===== config.mk =====
export PLATFORM = sky130hd
export DESIGN_NAME = cache_mem_arbiter
export DESIGN_NICKNAME = d
export VERILOG_FILES = /design/src/rtl/cache_pkg.sv /design/src/rtl/cache_mem_arbiter.sv
export SDC_FILE = /design/constraint.sdc
export NUM_CORES = 1
export LEC_CHECK = 0
export BUFFER_PORTS_ARGS = -buffer_cell sky130_fd_sc_hd__buf_2
export CORE_AREA = 2 2 182 184
export CTS_CLUSTER_SIZE = 8
export DETAILED_ROUTE_END_ITERATION = 10
export DIE_AREA = 0 0 184 186
export SYNTH_ARGS = -nofsm -noshare
export SYNTH_HDL_FRONTEND = slang
export SYNTH_SLANG_ARGS = --single-unit
export TNS_END_PERCENT = 50

===== constraint.sdc =====
create_clock -name clk -period 1.5 [get_ports clk]
set_input_delay 0.3 -clock clk [delete_from_list [all_inputs] [get_ports clk]]
set_output_delay 0.3 -clock clk [all_outputs]
set_load 0.005 [all_outputs]

===== src/rtl/cache_pkg.sv =====
// Shared types and default geometry for the cache/memory arbiter.
// The line offset width is derived from the default beat count and beat width.
package cache_pkg;

    localparam int ARB_ADDR_W = 64;
    localparam int ARB_DATA_W = 64;
    localparam int ARB_BEATS  = 8;
    localparam int LINE_OFF_W = $clog2(ARB_BEATS * ARB_DATA_W / 8);

    typedef enum logic [1:0] {
        ARB_IDLE,
        ARB_ADDR,
        ARB_RDATA,
        ARB_WDATA
    } arb_state_t;

    typedef enum logic {
        OWN_IC,
        OWN_DC
    } arb_owner_t;

endpackage


===== src/rtl/cache_mem_arbiter.sv =====
// Shares the external memory port between icache refills and dcache refills/writebacks.
// One burst at a time: grant, address phase, then read or write beats routed to the owner.
module cache_mem_arbiter
    import cache_pkg::*;
#(
    parameter int ADDR_W = ARB_ADDR_W,
    parameter int DATA_W = ARB_DATA_W,
    parameter int BEATS  = ARB_BEATS
) (
    input  logic              clk,
    input  logic              reset,
    input  logic              ic_req,
    input  logic [ADDR_W-1:0] ic_addr,
    output logic              ic_gnt,
    output logic              ic_rvalid,
    output logic              ic_rlast,
    input  logic              dc_req,
    input  logic              dc_we,
    input  logic [ADDR_W-1:0] dc_addr,
    output logic              dc_gnt,
    input  logic [DATA_W-1:0] dc_wdata,
    output logic              dc_wready,
    output logic              dc_rvalid,
    output logic              dc_rlast,
    output logic [DATA_W-1:0] rdata,
    output logic              mem_req_valid,
    input  logic              mem_req_ready,
    output logic [ADDR_W-1:0] mem_req_addr,
    output logic              mem_req_we,
    output logic              mem_wvalid,
    input  logic              mem_wready,
    output logic [DATA_W-1:0] mem_wdata,
    input  logic              mem_rvalid,
    input  logic [DATA_W-1:0] mem_rdata
);

    localparam int OFF_W = $clog2(BEATS * DATA_W / 8);
    localparam int CNT_W = $clog2(BEATS);
    localparam logic [CNT_W-1:0] LAST_BEAT = CNT_W'(BEATS - 1);

    arb_state_t        state_reg, state_next;
    arb_owner_t        owner_reg, owner_next;
    arb_owner_t        rr_last_reg, rr_last_next;
    logic              we_reg, we_next;
    logic [ADDR_W-1:0] addr_reg, addr_next;
    logic [CNT_W-1:0]  cnt_reg, cnt_next;
    logic              pick_dc;
    logic              last_beat;

    // dcache wins when alone, or on a tie when icache had the previous grant.
    assign pick_dc   = dc_req && (!ic_req || (rr_last_reg == OWN_IC));
    assign last_beat = (cnt_reg == LAST_BEAT);

    always_ff @(posedge clk or negedge reset) begin
        if (!reset) begin
            state_reg   <= ARB_IDLE;
            owner_reg   <= OWN_IC;
            rr_last_reg <= OWN_IC;
            we_reg      <= 1'b0;
            addr_reg    <= '0;
            cnt_reg     <= '0;
        end else begin
            state_reg   <= state_next;
            owner_reg   <= owner_next;
            rr_last_reg <= rr_last_next;
            we_reg      <= we_next;
            addr_reg    <= addr_next;
            cnt_reg     <= cnt_next;
        end
    end

    always_comb begin
        state_next   = state_reg;
        owner_next   = owner_reg;
        rr_last_next = rr_last_reg;
        we_next      = we_reg;
        addr_next    = addr_reg;
        cnt_next     = cnt_reg;
        case (state_reg)
            ARB_IDLE: begin
                if (ic_req || dc_req) begin
                    state_next = ARB_ADDR;
                    if (pick_dc) begin
                        owner_next   = OWN_DC;
                        rr_last_next = OWN_DC;
                        we_next      = dc_we;
                        addr_next    = {dc_addr[ADDR_W-1:OFF_W], {OFF_W{1'b0}}};
                    end else begin
                        owner_next   = OWN_IC;
                        rr_last_next = OWN_IC;
                        we_next      = 1'b0;
                        addr_next    = {ic_addr[ADDR_W-1:OFF_W], {OFF_W{1'b0}}};
                    end
                end
            end
            ARB_ADDR: begin
                if (mem_req_ready) begin
                    state_next = we_reg ? ARB_WDATA : ARB_RDATA;
                    cnt_next   = '0;
                end
            end
            ARB_RDATA: begin
                if (mem_rvalid) begin
                    cnt_next = cnt_reg + CNT_W'(1);
                    if (last_beat) begin
                        state_next = ARB_IDLE;
                    end
                end
            end
            ARB_WDATA: begin
                if (mem_wready) begin
                    cnt_next = cnt_reg + CNT_W'(1);
                    if (last_beat) begin
                        state_next = ARB_IDLE;
                    end
                end
            end
            default: state_next = ARB_IDLE;
        endcase
    end

    // Outputs are forced low while reset is held, including the combinational grant.
    always_comb begin
        ic_gnt        = 1'b0;
        ic_rvalid     = 1'b0;
        ic_rlast      = 1'b0;
        dc_gnt        = 1'b0;
        dc_wready     = 1'b0;
        dc_rvalid     = 1'b0;
        dc_rlast      = 1'b0;
        rdata         = '0;
        mem_req_valid = 1'b0;
        mem_req_addr  = '0;
        mem_req_we    = 1'b0;
        mem_wvalid    = 1'b0;
        mem_wdata     = '0;
        if (reset) begin
            case (state_reg)
                ARB_IDLE: begin
                    dc_gnt = pick_dc;
                    ic_gnt = ic_req && !pick_dc;
                end
                ARB_ADDR: begin
                    mem_req_valid = 1'b1;
                    mem_req_addr  = addr_reg;
                    mem_req_we    = we_reg;
                end
                ARB_RDATA: begin
                    if (mem_rvalid) begin
                        rdata = mem_rdata;
                        if (owner_reg == OWN_DC) begin
                            dc_rvalid = 1'b1;
                            dc_rlast  = last_beat;
                        end else begin
                            ic_rvalid = 1'b1;
                            ic_rlast  = last_beat;
                        end
                    end
                end
                ARB_WDATA: begin
                    mem_wvalid = 1'b1;
                    mem_wdata  = dc_wdata;
                    dc_wready  = mem_wready;
                end
                default: ;
            endcase
        end
    end

endmodule

Yosys cells after proc, flatten, opt, wreduce, memory -nomap -nowiden
Cells that the tools add are included.
Word-level totals
  input port bits: 264
  register bits: 71
Cells by class
  reductions and logical operators: 11
  $add $sub $neg: 1
  multiplexer cells: 49
  equality and inequality tests: 8
  bitwise logic cells: 1
Operators by type and width (number)
  $mux 64: 8
  $mux 1: 31
  $mux 2: 5
  $mux 3: 3
  $pmux 3 s3: 1
  $ne 2x2->1 const B: 4
  $pmux 2 s4: 1
  $reduce_and 4->1: 2
  $eq 2x2->1 const B: 2
  $add 3x1->3 const B: 1
  $eq 3x3->1 const B: 1
  $reduce_bool 3->1: 1
  $eq 2x1->1 const B: 1
  $logic_and 1x1->1: 2
  $logic_not 1->1: 2
  $logic_not 2->1: 1
  $logic_or 1x1->1: 2
  $reduce_and 2->1: 1
  $not 1->1: 1

Longest topological paths before layout
Gate-level depths: netlist of run 1.
  depth in word-level cells: 7
  gate-level depth with buffers: 7

Worst setup path before layout of run 1
No wires, ideal clock.
  path type: flip-flop to output port
  start: reg rr_last_reg
  end: out ic_gnt
  data required time: 1200 ps
  data arrival time: 1297 ps
  stages on the path, launching flop included: 7
  setup slack: -97 ps
  path through: dfrtp_1 > buf_2 > a21bo_2 > clkbuf_1 > buf_4 > buf_2 > and3_1
On the way
  cells in the longest elaborated chain, start to end: 7
Ends and longest elaborated chain
  start: declaration: line cache_mem_arbiter.sv:43  | arb_owner_t rr_last_reg, rr_last_next;
  start signal: assignment: line cache_mem_arbiter.sv:65  | rr_last_reg <= rr_last_next;
  $not 1->1: line cache_mem_arbiter.sv:51  | assign pick_dc = dc_req && (!ic_req || (rr_last_reg == OWN_IC));
  $logic_or 1x1->1: line cache_mem_arbiter.sv:51
  $logic_and 1x1->1: line cache_mem_arbiter.sv:51
  $logic_not 1->1: line cache_mem_arbiter.sv:141  | ic_gnt = ic_req && !pick_dc;
  $logic_and 1x1->1: line cache_mem_arbiter.sv:141
  $mux 1: line cache_mem_arbiter.sv:138  | case (state_reg)
  $mux 1: line cache_mem_arbiter.sv:137  | if (reset) begin
  end: declaration: line cache_mem_arbiter.sv:14  | output logic ic_gnt,
No other way between the ends.

Worst setup path in the final report of run 1
  start: reg state_reg[0]
  end: out rdata[19]
On the way
  cells in the longest elaborated chain, start to end: 3
Ends and longest elaborated chain
  start: declaration: line cache_mem_arbiter.sv:41  | arb_state_t state_reg, state_next;
  start signal: assignment: line cache_mem_arbiter.sv:63  | state_reg <= state_next;
  $eq 2x2->1: line cache_mem_arbiter.sv:138
  $mux 64: line cache_mem_arbiter.sv:138
  $mux 64: line cache_mem_arbiter.sv:137
  end: declaration: line cache_mem_arbiter.sv:25  | output logic [DATA_W-1:0] rdata,
No other way between the ends.

==> flow_summary.ini, run 1 <==
[outcome]
run_status = finished with violations
violations = setup timing

[placed_design]
io_buffers = 447
dp_hpwl_um = 21700
routabilityCongestion = 0.806
place_ws_ps = -159
placedInstanceArea_um2 = 7480

[detailed_routing]
post-route-drc-count = 0
post_drt_wl_per_cell_um = 19.8
via_per_inst = 4.22
wirelength_um = 29000
num_vias = 6189
drt.antenna.violating_nets = 0
drtIter0Drc = 285
dr.pass1.iters = 5

[power_and_ir_drop]
p_per_area_nw_per_um2 = 1300
ir_worst_vdd_v = 0.000544
leakagePower_uw = 0.00456

[global_routing]
antenna_found_initial = 6
grt_usage = 0.153
grt_pass1_vias = 5764
grt_first_pass_wirelength_um = 37700
grt_max_degree = 57
overflow = 0

[setup_path]
arrival_ps = 1700
startpoint_type = register
crit_family = simple AND/OR/NAND/NOR gates
required_ps = 1200
critPathBufInv = 3
slowest_stage = and4b_4
crit_path_cell_trace = and4b_4 > buf_12 > clkbuf_16 > and2_4 > buf_6
cp_max_fo = 7
worstSetupPathType = reg2out
crit_path_max_incr_delay_ps = 410
end_kind = output pin

[floorplan]
core_um2 = 32200
fp.dieArea_um2 = 34200
row_count = 66
die_h_um = 186
dieWidth_um = 184
io-pin-count = 466
initial_core_util = 0.142

[timing]
fmax_mhz = 500
hold_viol_final = 0
setup_violations = 198
fin_worst_skew_ps = 10.9
rsz0062_at_grt = true
max_slew_margin = 0.631
tightest_slew_ps = 554
layout_setup_ws_ps = -500
fin_crit_sh = 1.33
maxSlewViolCount = 0
period_minus_slack_ps = 2000

[clock_network]
clock-sinks = 65
ctsRootBufferMaster = clkbuf_16
tritoncts = yes
path_clk_slew_ps = 60
clock_latency_ps = 340
cts_made_buffers = 9
h-tree-depth = 3
cts_buffer_depth = 2

[job]
drv_cap = 0

[yosys]
netlist_instances = 598
yosysSeqAreaShare = 0.355
syn_area_um2 = 4580
ys_ff_latch = 65
yosysUniqueCellTypes = 33
ys_warn_count = 0
syn_area_per_cell_um2 = 7.65

[finish]
fillers = 3587
multiInputGateArea_um2 = 2860
final_nets = 1319
fin_area_um2 = 8600
largest_reg_flops = 58
area_delta_synth_final_pct = 88.0
drive_gt1_frac = 0.564
ff_latch_area_um2 = 1630

[worst_hold_path]
hold_path_class = in2async
## synth_stat cells
cell / n / area share
and2_1: 189 / 0.26
nand2_1: 120 / 0.098
dfrtp_1: 65 / 0.36
a21oi_1: 63 / 0.069
a31oi_1: 49 / 0.067
clkbuf_1: 39 / 0.032
buf_2: 13 / 0.014
a31oi_2: 10 / 0.027
buf_4: 7 / 0.011
and3_1: 5 / 0.0068
nor2_1: 4 / 0.0033
o21ai_0: 4 / 0.0044
a211oi_1: 3 / 0.0049
buf_6: 3 / 0.0074
a32oi_1: 2 / 0.0038
ha_1: 2 / 0.0055
mux2i_1: 2 / 0.0044
nand3_1: 2 / 0.0022
nor2b_1: 2 / 0.0027
a21bo_2: 1 / 0.0022
a21boi_2: 1 / 0.0025
and2_4: 1 / 0.0019
and4b_1: 1 / 0.0022
buf_1: 1 / 0.00082
conb_1: 1 / 0.00082
inv_1: 1 / 0.00082
nand4_1: 1 / 0.0014
nor2_2: 1 / 0.0014
nor3_1: 1 / 0.0011
nor3b_1: 1 / 0.0016
or2_1: 1 / 0.0014
or2_2: 1 / 0.0014
xor2_1: 1 / 0.0019
## repair_timing
action | in CTS | in global routing
pin swaps | 11 | 27
gates cloned | 4 | 8
buffers inserted | 3 | 2
hold buffers | 1 | 0
gates resized for setup | 39 | 85
endpoints found under the hold margin | 5 | 0
endpoints found under the setup margin | 251 | 257
## logic make-up after synthesis
family | Yosys count | share of synthesized area
simple gates | 330 | 0.384
compound gates | 133 | 0.181
flops | 65 | 0.355
buf+inv | 64 | 0.0667
fa+ha+maj | 2 | 0.00547
mux | 2 | 0.00438
other cells | 1 | 0.000820
xor+xnor | 1 | 0.00191
## per-layer routing
metal,vias up,global-route usage,part of all wire
met5,-,0,0.00090
li1,2873,-,-
met2,332,0.242,0.46
met3,29,0.0475,0.089
met4,4,0.0413,0.018
met1,2951,0.200,0.43
## tightest hold or removal path, stage by stage
cell,delay [ps]
buf_4,150
buf_4,140
buf_4,310
## worst paths after layout
check                           slack (ps)                      from  cells past startpoint                        to
worst max-delay path                  -500  state_reg[0]$_DFFE_PN0P_                      5                 rdata[19]
worst max register to register           0    cnt_reg[0]$_DFFE_PN0P_                      5    cnt_reg[2]$_DFFE_PN0P_
worst min register to register         540  addr_reg[43]$_DFFE_PN0P_                      2  addr_reg[43]$_DFFE_PN0P_
worst min-delay path                   180                     reset                      3  addr_reg[46]$_DFFE_PN0P_
min in group clk                       200               ic_addr[40]                      3  addr_reg[40]$_DFFE_PN0P_
max in group asynchronous              780                     reset                      3    cnt_reg[1]$_DFFE_PN0P_
## power by group
group	leakage (uW)	total, uW	switching [uW]	internal [uW]
Sequential	0.000728	3150	505	2650
Combinational	0.00370	6070	3040	3020
Clock	0.000128	1970	866	1110
## cells in the final DEF, fill, tap and decap left out, types with 6 or more instances in the layout
cell	count
conb_1	6
nand2_1	119
buf_12	14
buf_6	45
buf_4	34
dfrtp_1	65
buf_2	396
clkbuf_16	16
and2_1	130
a31oi_2	10
a31oi_1	49
a21oi_1	63
and2_4	60
## through the flow
stage | total power, uW | setup TNS, ps | std cells | util | hold slack [ps]
2_1_floorplan | 5850 | -1230 | 603 | - | 4.41
3_3_place_gp | 8300 | -9540 | 1432 | 0.232 | 344
3_5_place_dp | 8400 | -9370 | 1432 | 0.232 | 336
4_1_cts | 10800 | -82220 | 1456 | 0.250 | 175
5_1_grt | 12100 | -97400 | 1466 | 0.267 | 199
6_report | 11200 | -80350 | 1468 | 0.267 | 176
## final cells by class
type                    count  area share
diodes                      2    0.000582
clock buffers              10      0.0266
clock inverters             6     0.00407
inverters                   1    0.000436
multi-input cells         474       0.332
flip-flops and latches     65       0.189
well taps                 408      0.0594
repair buffers            502       0.388
Power figures use the tool's default switching activity.
==> run 2: changes to the inputs <==
--- a/config.mk
+++ b/config.mk
@@ -7,9 +7,12 @@
 export LEC_CHECK = 0
 export BUFFER_PORTS_ARGS = -buffer_cell sky130_fd_sc_hd__buf_2
 export CORE_AREA = 2 2 182 184
+export CTS_BUF_LIST = sky130_fd_sc_hd__clkbuf_8
 export CTS_CLUSTER_SIZE = 8
 export DETAILED_ROUTE_END_ITERATION = 10
 export DIE_AREA = 0 0 184 186
+export SETUP_SLACK_MARGIN = 0.02
+export SLEW_MARGIN = 0
 export SYNTH_ARGS = -nofsm -noshare
 export SYNTH_HDL_FRONTEND = slang
 export SYNTH_SLANG_ARGS = --single-unit
==> flow_summary.ini, run 2 (same netlist as run 1, synthesis figures left out) <==
[finish]
multiInputGateArea_um2 = 2830
fin_area_um2 = 8470
area_delta_synth_final_pct = 85.0
fillers = 3529
final_common_cell = buf_2
largest_reg_flops = 58
final_nets = 1313
instances_no_fill = 1466
final_util = 0.263
final_cell_mix = buf_2, and2_1, nand2_1
drive_gt1_frac = 0.548
ff_latch_area_um2 = 1630

[setup_path]
r2r-end = addr_reg[17]$_DFFE_PN0P_
cp_max_fo = 12
r2r_slack_ps = -150
startpoint_type = register
end_kind = output pin
required_ps = 1200
arrival_ps = 1670
reg2reg_depth = 6
worstSetupPathType = reg2out
r2r-start = state_reg[1]$_DFFE_PN0P_

[job]
drv_cap = 0

[timing]
hold_ws_ps = 180
maxSlewViolCount = 0
period_minus_slack_ps = 1970
fmax_mhz = 507
fin_crit_sh = 1.32
hold_viol_final = 0
rsz0062_at_grt = true
setup_violations = 256
tightest_slew_ps = 859
max_slew_margin = 0.428
fin_worst_skew_ps = 10.6
layout_setup_ws_ps = -473

[global_routing]
grt_max_degree = 61
grt_usage = 0.159
antenna_found_initial = 13
overflow = 0
grt_first_pass_wirelength_um = 39100
grt_pass1_vias = 5878

[placed_design]
place_inst = 1431
routabilityCongestion = 0.856
placedInstanceArea_um2 = 7460
io_buffers = 447
dp_hpwl_um = 23500

[detailed_routing]
dr.pass1.iters = 5
num_vias = 6095
post-route-drc-count = 0
via_per_inst = 4.16
post_drt_wl_per_cell_um = 20.1
drtIter0Drc = 236
drt.antenna.violating_nets = 0
wirelength_um = 29500

[clock_network]
cts_made_buffers = 9
tritoncts = yes
cts_buffer_depth = 2
clock-sinks = 65
path_clk_slew_ps = 90
h-tree-depth = 3
ctsRootBufferMaster = clkbuf_8
clock_latency_ps = 360

[power_and_ir_drop]
ir_worst_vdd_v = 0.000527
power.total_uw = 11000
leakagePower_uw = 0.00447
p_per_area_nw_per_um2 = 1300

[floorplan]
fp.dieArea_um2 = 34200
io-pin-count = 466
core_um2 = 32200
initial_core_util = 0.142
die_h_um = 186
row_count = 66
dieWidth_um = 184

[worst_hold_path]
hold_end = addr_reg[22]$_DFFE_PN0P_
hp-start = ic_addr[22]
hold_path_class = in2reg
whs_path_depth = 3

[outcome]
violations = setup timing
run_status = finished with violations
-- run 2: cell count changes in the layout (fill, tap and decap cells not counted), sizes merged --
cell	before	now
buf	494	492
bufinv	0	2
clkbuf	17	12
clkinv	4	2
clkinvlp	2	1
diode	2	6
inv	1	3
-- run 2: stage by stage --
step / setup WS, ps / TNS (ps)
3_5_place_dp: -101 / -7180
3_3_place_gp: -99.6 / -4410
4_1_cts: -515 / -92470
5_1_grt: -537 / -102640
6_report: -473 / -84040
2_1_floorplan: -29.3 / -29.3
-- run 2: metal layers --
layer  up-vias  global-route usage  routed length [um]
met2       310               0.270               14200
met5         -                   0                  87
li1       2858                   -                   -
met4        12              0.0323                 329
met1      2885               0.184               11500
met3        30              0.0706                3430
-- run 2: critical path: stages, from the launching register on --
cell,delay [ps]
dfrtp_1,400
buf_6,140
and3_4,200
buf_12,130
clkbuf_16,150
and2_1,150
buf_2,140
-- run 2: how the worst max path moves through the flow --
stage | depth (start not counted) | end | start | slack (ps)
6_report | 6 | mem_wdata[44] | state_reg[0]$_DFFE_PN0P_ | -470
5_1_grt | 6 | mem_wdata[55] | state_reg[0]$_DFFE_PN0P_ | -540
4_1_cts | 6 | rdata[32] | state_reg[1]$_DFFE_PN0P_ | -510
3_5_place_dp | 4 | rdata[15] | state_reg[0]$_DFFE_PN0P_ | -100
3_3_place_gp | 6 | mem_req_addr[21] | reset | -100
2_1_floorplan | 6 | ic_gnt | rr_last_reg$_DFFE_PN0P_ | -30
-- run 2: area by class of cell --
cell class	instances	area share
antenna	6	0.00177
inverter	1	0.000443
sequential	65	0.192
timing repair buffer	496	0.385
clock buffer	9	0.0146
multi-input combinational	474	0.334
clock inverter	7	0.0121
tap	408	0.0603
-- run 2: where the power goes --
| part | total (uW) | switching [uW] | internal [uW] |
|---|---|---|---|
| Clock | 1770 | 816 | 953 |
| Combinational | 6130 | 3000 | 3130 |
| Sequential | 3120 | 481 | 2640 |
-- run 2: repair_timing --
action / in CTS / in global routing
pin swaps: 12 / 20
hold buffers: 1 / 0
gates cloned: 4 / 3
gates resized for setup: 50 / 77
setup buffers: 5 / 1
endpoints found under the setup margin: 256 / 260
hold endpoints to repair: 5 / 0
